**src/rtl/apb3_completer_pkg.sv**
```systemverilog
// Shared types and helpers for the APB3 register-memory completer.
// Window check is done modulo the bus address width so addresses below the base never alias in.
package apb3_completer_pkg;

  typedef enum logic [1:0] {
    IDLE       = 2'd0,
    SETUP_SEEN = 2'd1,
    ACCESS     = 2'd2
  } state_t;

  localparam int WAIT_W = 4;

  // Offset is computed in aw bits; an address below base wraps to a huge offset and fails.
  function automatic logic addr_in_window(input logic [63:0] paddr,
                                          input logic [63:0] base,
                                          input logic [63:0] window_bytes,
                                          input int unsigned aw);
    logic [63:0] mask;
    logic [63:0] offset;
    mask   = (aw >= 64) ? '1 : ((64'd1 << aw) - 64'd1);
    offset = (paddr - base) & mask;
    return offset < window_bytes;
  endfunction

endpackage

```
**src/rtl/renode_apb3_if.sv**
```systemverilog
// APB3 bus bundle between one requester and one completer.
// Requester drives address/control/write data; completer drives pready/prdata/pslverr.
interface renode_apb3_if #(
  parameter int AddressWidth = 32,
  parameter int DataWidth    = 32
);
  logic [AddressWidth-1:0] paddr;
  logic                    psel;
  logic                    penable;
  logic                    pwrite;
  logic [DataWidth-1:0]    pwdata;
  logic                    pready;
  logic [DataWidth-1:0]    prdata;
  logic                    pslverr;

  modport master (
    output paddr, psel, penable, pwrite, pwdata,
    input  pready, prdata, pslverr
  );

  modport slave (
    input  paddr, psel, penable, pwrite, pwdata,
    output pready, prdata, pslverr
  );
endinterface

```
**src/rtl/apb3_completer_mem.sv**
```systemverilog
// Depth x DataWidth flop array: one write port, one registered read port (rclr loads zero).
// Read data holds until the next read strobe; no backpressure, write and read are single-cycle.
module apb3_completer_mem #(
  parameter int Depth     = 16,
  parameter int DataWidth = 32
) (
  input  logic                     clk,
  input  logic                     rst_n,
  input  logic                     we,
  input  logic [$clog2(Depth)-1:0] waddr,
  input  logic [DataWidth-1:0]     wdata,
  input  logic                     re,
  input  logic                     rclr,
  input  logic [$clog2(Depth)-1:0] raddr,
  output logic [DataWidth-1:0]     rdata
);

  logic [DataWidth-1:0] mem_q [Depth];

  always_ff @(posedge clk or negedge rst_n) begin
    if (!rst_n) begin
      for (int i = 0; i < Depth; i++) begin
        mem_q[i] <= '0;
      end
      rdata <= '0;
    end else begin
      if (we) begin
        mem_q[waddr] <= wdata;
      end
      if (re) begin
        rdata <= rclr ? '0 : mem_q[raddr];
      end
    end
  end

endmodule

```
**src/rtl/apb3_completer_synth.sv**
```systemverilog
// APB3 completer over a small word memory; a transfer takes 2 + WaitStates cycles (setup + access).
// pready is held low for WaitStates access cycles; dropping psel/penable early aborts without side effects.
module apb3_completer_synth
  import apb3_completer_pkg::*;
#(
  parameter int                      AddressWidth = 32,
  parameter int                      DataWidth    = 32,
  parameter int                      Depth        = 16,
  parameter logic [AddressWidth-1:0] BaseAddress  = '0,
  parameter int                      WaitStates   = 0
) (
  input  logic          pclk,
  input  logic          presetn,
  renode_apb3_if.slave  apb
);

  localparam int BytesPerWord = DataWidth / 8;
  localparam int ByteShift    = $clog2(BytesPerWord);
  localparam int IdxW         = $clog2(Depth);
  localparam int WindowBytes  = Depth * BytesPerWord;

  state_t               state_q, state_d;
  logic [WAIT_W-1:0]    cnt_q, cnt_d;
  logic                 pready_q, pready_d;
  logic                 pslverr_q, pslverr_d;
  logic                 cap_write_q, cap_write_d;
  logic                 cap_err_q, cap_err_d;
  logic [IdxW-1:0]      cap_idx_q, cap_idx_d;
  logic [DataWidth-1:0] cap_wdata_q, cap_wdata_d;

  logic                 set_err;
  logic [IdxW-1:0]      set_idx;
  logic                 mem_we, mem_re, mem_rclr;
  logic [IdxW-1:0]      mem_raddr;
  logic [DataWidth-1:0] mem_rdata;

  assign set_err = !addr_in_window(64'(apb.paddr), 64'(BaseAddress), 64'(WindowBytes),
                                   unsigned'(AddressWidth))
                   || ((apb.paddr & AddressWidth'(BytesPerWord - 1)) != '0);
  assign set_idx = IdxW'((apb.paddr - BaseAddress) >> ByteShift);

  always_comb begin
    state_d     = state_q;
    cnt_d       = cnt_q;
    pready_d    = pready_q;
    pslverr_d   = pslverr_q;
    cap_write_d = cap_write_q;
    cap_err_d   = cap_err_q;
    cap_idx_d   = cap_idx_q;
    cap_wdata_d = cap_wdata_q;
    mem_we      = 1'b0;
    mem_re      = 1'b0;
    mem_rclr    = 1'b0;
    mem_raddr   = cap_idx_q;

    unique case (state_q)
      IDLE: begin
        if (apb.psel && !apb.penable) begin
          state_d     = SETUP_SEEN;
          cnt_d       = WAIT_W'(WaitStates);
          cap_write_d = apb.pwrite;
          cap_err_d   = set_err;
          cap_idx_d   = set_idx;
          cap_wdata_d = apb.pwdata;
          if (WaitStates == 0) begin
            pready_d  = 1'b1;
            pslverr_d = set_err;
            mem_re    = !apb.pwrite;
            mem_rclr  = set_err;
            mem_raddr = set_idx;
          end
        end
      end

      SETUP_SEEN, ACCESS: begin
        if (!(apb.psel && apb.penable)) begin
          // Requester left the access phase early: drop everything, commit nothing.
          state_d   = IDLE;
          cnt_d     = '0;
          pready_d  = 1'b0;
          pslverr_d = 1'b0;
        end else if (pready_q) begin
          mem_we    = cap_write_q && !cap_err_q;
          pready_d  = 1'b0;
          pslverr_d = 1'b0;
          state_d   = IDLE;
        end else begin
          state_d = ACCESS;
          if (cnt_q != '0) begin
            cnt_d = WAIT_W'(cnt_q - 1'b1);
          end
          if (cnt_q == WAIT_W'(1)) begin
            pready_d  = 1'b1;
            pslverr_d = cap_err_q;
            mem_re    = !cap_write_q;
            mem_rclr  = cap_err_q;
          end
        end
      end

      default: state_d = IDLE;
    endcase
  end

  always_ff @(posedge pclk or negedge presetn) begin
    if (!presetn) begin
      state_q     <= IDLE;
      cnt_q       <= '0;
      pready_q    <= 1'b0;
      pslverr_q   <= 1'b0;
      cap_write_q <= 1'b0;
      cap_err_q   <= 1'b0;
      cap_idx_q   <= '0;
      cap_wdata_q <= '0;
    end else begin
      state_q     <= state_d;
      cnt_q       <= cnt_d;
      pready_q    <= pready_d;
      pslverr_q   <= pslverr_d;
      cap_write_q <= cap_write_d;
      cap_err_q   <= cap_err_d;
      cap_idx_q   <= cap_idx_d;
      cap_wdata_q <= cap_wdata_d;
    end
  end

  apb3_completer_mem #(
    .Depth     (Depth),
    .DataWidth (DataWidth)
  ) u_mem (
    .clk   (pclk),
    .rst_n (presetn),
    .we    (mem_we),
    .waddr (cap_idx_q),
    .wdata (cap_wdata_q),
    .re    (mem_re),
    .rclr  (mem_rclr),
    .raddr (mem_raddr),
    .rdata (mem_rdata)
  );

  assign apb.pready  = pready_q;
  assign apb.prdata  = mem_rdata;
  assign apb.pslverr = pslverr_q;

endmodule

```
**src/flat_wrapper.sv**
```systemverilog
// flat-port wrapper written by rule: the top's interface ports become plain ports
module apb3_completer_synth_flat import apb3_completer_pkg::*;
#(
  parameter int                      AddressWidth = 32,
  parameter int                      DataWidth    = 32,
  parameter int                      Depth        = 16,
  parameter logic [AddressWidth-1:0] BaseAddress  = '0,
  parameter int                      WaitStates   = 0
)
  (pclk, presetn, apb_paddr, apb_psel, apb_penable, apb_pwrite, apb_pwdata, apb_pready, apb_prdata, apb_pslverr);
  renode_apb3_if #(.AddressWidth(AddressWidth), .DataWidth(DataWidth)) apb_i ();
  input  logic pclk;
  input  logic presetn;
  input wire logic [$bits(apb_i.paddr)-1:0] apb_paddr;
  input wire logic [$bits(apb_i.psel)-1:0] apb_psel;
  input wire logic [$bits(apb_i.penable)-1:0] apb_penable;
  input wire logic [$bits(apb_i.pwrite)-1:0] apb_pwrite;
  input wire logic [$bits(apb_i.pwdata)-1:0] apb_pwdata;
  output wire logic [$bits(apb_i.pready)-1:0] apb_pready;
  output wire logic [$bits(apb_i.prdata)-1:0] apb_prdata;
  output wire logic [$bits(apb_i.pslverr)-1:0] apb_pslverr;
  assign apb_i.paddr = apb_paddr;
  assign apb_i.psel = apb_psel;
  assign apb_i.penable = apb_penable;
  assign apb_i.pwrite = apb_pwrite;
  assign apb_i.pwdata = apb_pwdata;
  assign apb_pready = apb_i.pready;
  assign apb_prdata = apb_i.prdata;
  assign apb_pslverr = apb_i.pslverr;
  apb3_completer_synth #(.AddressWidth(AddressWidth), .DataWidth(DataWidth), .Depth(Depth), .BaseAddress(BaseAddress), .WaitStates(WaitStates)) u_core (.pclk(pclk), .presetn(presetn), .apb(apb_i));
endmodule
```
**config.mk**
```make
export PLATFORM = sky130hd
export DESIGN_NAME = apb3_completer_synth_flat
export DESIGN_NICKNAME = d
export VERILOG_FILES = /design/src/rtl/apb3_completer_pkg.sv /design/src/rtl/renode_apb3_if.sv /design/src/rtl/apb3_completer_mem.sv /design/src/rtl/apb3_completer_synth.sv /design/src/flat_wrapper.sv
export SDC_FILE = /design/constraint.sdc
export NUM_CORES = 1
export LEC_CHECK = 0
export ABC_AREA = 1
export CORE_MARGIN = 1.5
export CORE_UTILIZATION = 50
export DETAILED_ROUTE_END_ITERATION = 8
export PLACE_DENSITY = 0.7
export SYNTH_ARGS = -nofsm -noshare
export SYNTH_HDL_FRONTEND = slang
export SYNTH_SLANG_ARGS = --single-unit
export TNS_END_PERCENT = 30
```
**constraint.sdc**
```tcl
create_clock -name pclk -period 2.4 [get_ports pclk]
set_clock_uncertainty 0.2 [all_clocks]
set_input_delay 0.24 -clock pclk [delete_from_list [all_inputs] [get_ports pclk]]
set_output_delay 0.24 -clock pclk [all_outputs]
set_load 0.03 [all_outputs]
```
==> reports/results.txt <==
The run finished, with violations left. The checks that failed: setup timing. The total clock sinks was 590; the share of synthesized registers carrying an async set or reset was 100%. The tools report the starting density of the core as 50.7%.

Length in cells of the worst reg-to-reg path: 13. On the worst path, the slowest cell contributes a delay of 370 ps. Global routing used 31.3% of the available tracks across all layers. The pin count of the biggest net entering global routing is 63, and the Yosys warning count is 0. The proportion of layout cells with a drive suffix above 1 works out to 12.6%. After layout, the minimum clock period comes to 2540 ps.

The per-instance average area after synthesis was 8.19 um2. By count the netlist is led by 1034 x nand2_1, 611 x nand3_1, 590 x dfrtp_1. Ranked by total cell area, the synthesized netlist is headed by dfrtp_1 57%, nand2_1 15%, nand3_1 12%. The count of boundary I/O pins is 103, and the slew of the pin with the lowest slew margin is 728 ps.

Yosys mapped a number of flops with a built-in enable equal to 0. The tools report the distinct cell type count after synthesis as 22. The congestion estimate from routability-driven global placement came to 0.865. The number of antenna violations at the first check in global routing is 1.

The number of nets still failing antenna checks after routing was 0. The maximum ir drop on the vdd rail came out at 0.776 mV. For this run, the leading register cell type out of synthesis is dfrtp_1.

The run gives 2 as the depth of the CTS H-tree. The worst setup path is captured at a register. The post-synthesis to final-layout area growth came out at 26.1%. The critical path start-end classification is reg -> reg.

TritonCTS built the clock tree. Max-cap violations in this run came to 0. Input and output buffers added on the ports amount to 102. The tightest hold margin was 11.7 ps; the proportion of synthesized chip area in sequential cells was 56.6%. The run gives 51400 um2 as the total core area.

The first global-routing pass estimated 130000 um of wire. Summed over all instances, the cell type with the most area after synthesis is dfrtp_1. The source of the worst hold timing path is apb_pwdata[27].

For the worst-skew pair, the clock arrives at the later sink with an insertion delay of 630 ps. The logs give 3 for the maximum number of buffers from clock root to sink and 0 for the final number of hold-violating endpoints. The largest driver fanout on the critical path came out at 10.

The final critical path takes up 106% of the cycle. Dividing total power by cell area gives a power density of 1020 nW/um2. Global routing finished with a remaining overflow of 0. The die covers 53500 um2.

The DRC violations left is 0. The worst hold path passes through 3 cells. Detailed placement finished with a half-perimeter wire length of 48100 um.

The run gives 2830 ps as the arrival time of the worst setup path. The master cell of the clock root buffer was clkbuf_16. The design draws 33.4 mW. After clock tree synthesis, the clock-pin slew on the worst setup and hold paths is 60 ps. By instance count, the leading cell after synthesis is nand2_1. For this design the static power due to leakage is 14.6 nW. Cells fill 63.9% of the core in the end.

The post-synthesis sequential element count is 590, and the count of TritonRoute iterations in the first routing pass is 6. Data on the critical path is required at its endpoint by 2680 ps. At the placement stage, the worst setup path has a slack of -331 ps. The routed length per instance works out to 22.7 um.

Setup repair after global routing could not meet its margin everywhere. Filler cell count in the final layout: 4096. The number of nets handed over by synthesis was 3255.

The mapped cell area came out at 26100 um2. The worst hold path terminates at u_core.cap_wdata_q[27]. The net count of the finished layout is 3383.

The total setup violations reported at the end of the flow came out at 425. The chip width was 231 um; the standard-cell row count was 83. The first routing iteration left 3736 violations. Highest-delay cell along the critical path: dfrtp_1.

Remaining max-slew budget at the tightest pin: 51.4%. The setup slack of the critical path after layout is -144 ps. The critical path goes through inv_2 > ha_4 > inv_2 > nor2_4 > nand2_2 > nor3_4 > buf_4 > buf_6 > nand4_1 > buf_6 > clkbuf_16 > nand2_1 > o21ai_0. The cell count after synthesis came out at 3182. For the total instance count after detailed placement, the log shows 3843. The worst setup path is launched from a register.

The slack of the worst reg-to-reg path is -140 ps, and the top cell type's share of synthesized area is 56.6%. In this run, CTS created clock tree buffers numbering 60. The tools report the reg-to-reg startpoint as u_core.state_q[1]. The finished layout holds 4036 standard cells, fillers aside.

For this run, the top clock speed supported by timing is 393 MHz. Dividing the detail-routed via count by the number of cells gives 6.12. The max-slew violation count came out at 0.

The min-delay analysis places its worst path in the category in -> reg. The wire length after detailed routing was 91700 um. The via count of the first global-routing pass is 23.1k, and the overall die height is 231 um. In this run the critical register-to-register path is captured at u_core.u_mem.mem_q[150].

The routed via count is 24.7k.
area by class of cell:
class	count	area, um2	area share, %
Antenna cell	1	2.50	0.00761
Multi-Input combinational cell	2263	10700	32.5
Clock buffer	96	1870	5.68
Clock inverter	11	88.8	0.270
Sequential cell	590	14800	44.9
Tap cell	680	851	2.59
Inverter	71	267	0.811
Timing Repair Buffer	324	4350	13.2
critical path, delay by kind of cell (launching register included):
kind	cells	cell delay, ps
buf+inv	6	780
simple gates	5	690
flops	1	370
fa+ha+maj	1	270
compound gates	1	70
cell usage in the layout (no fill, tap or decap), types with 4 or more instances in the layout:
| cell type | count |
|---|---|
| clkbuf_8 | 21 |
| nand2_1 | 948 |
| nor2_1 | 27 |
| dfrtp_1 | 590 |
| nand3b_1 | 4 |
| inv_1 | 65 |
| o21ai_1 | 219 |
| clkbuf_16 | 85 |
| clkbuf_1 | 14 |
| buf_6 | 15 |
| a21oi_1 | 4 |
| nand2_8 | 6 |
| nand3_1 | 606 |
| nand4_1 | 9 |
| o21ai_0 | 306 |
| dlygate4sd3_1 | 29 |
| clkinv_2 | 7 |
| inv_2 | 6 |
| o21ai_2 | 26 |
| nand2_2 | 64 |
| buf_12 | 70 |
| buf_4 | 71 |
| nand2_4 | 19 |
| clkdlybuf4s50_1 | 101 |
| buf_16 | 11 |
per-layer routing:
metal,GRT usage (%),vias up,wire (um)
met5,0,-,0
met4,13.6,0,4130
met3,6.64,293,11200
met2,50.5,1616,41900
met1,40.7,12000,34600
li1,-,10800,-
worst max-delay path by stage:
stage / startpoint / slack (ps) / end
2_1_floorplan: u_core.state_q[0] / -10 / u_core.u_mem.mem_q[483]
3_3_place_gp: apb_penable / -280 / u_core.u_mem.rdata[21]
3_5_place_dp: apb_psel / -330 / u_core.u_mem.rdata[22]
4_1_cts: u_core.state_q[1] / -20 / u_core.u_mem.mem_q[206]
5_1_grt: u_core.state_q[1] / -200 / u_core.u_mem.mem_q[135]
6_report: u_core.state_q[1] / -140 / u_core.u_mem.mem_q[150]
stage by stage:
stage | instance area, um2 | setup TNS, ps
finish | 32900 | -22040
global route | 32900 | -58720
CTS | 31500 | -169
detailed placement | 29000 | -94450
global placement | 29000 | -76090
floorplan | 26200 | -392
repair_timing:
action,4_1_cts,5_1_grt
pin swaps,4,9
hold buffers,30,0
cloned,4,34
hold endpoints to repair,537,0
gates resized for setup,23,209
buffers inserted,5,13
setup endpoints to repair,195,479
flip-flops by register name (all words and copies together), names as in the netlist:
signal / count
u_core.u_mem.mem_q: 512
u_core.cap_wdata_q: 32
u_core.u_mem.rdata: 32
u_core.cap_idx_q: 4
u_core.cnt_q: 4
u_core.state_q: 2
u_core.apb.pready: 1
u_core.apb.pslverr: 1
u_core.cap_err_q: 1
u_core.cap_write_q: 1
cell families (layout without fill, tap and decap cells):
group                    count (synthesis)  after routing  share of synthesized area (%)
AND/OR/NAND/NOR                       1695           1698                           27.6
flip-flops                             590            590                           56.6
AO/OA/AOI/OAI                          560            560                           10.8
buffers and inverters                  332            502                           4.78
adder cells (fa/ha/maj)                  4              4                          0.192
XOR/XNOR                                 1              1                         0.0336
other                                    0              1                              0
where the power goes:
part	switching [mW]	leakage (nW)	internal [mW]	total, mW
sequential	0.976	8.10	11.5	12.5
clock	3.95	0.965	5.38	9.33
combinational	7.50	5.49	4.09	11.6
No activity file was read; power rests on OpenSTA's default activity.
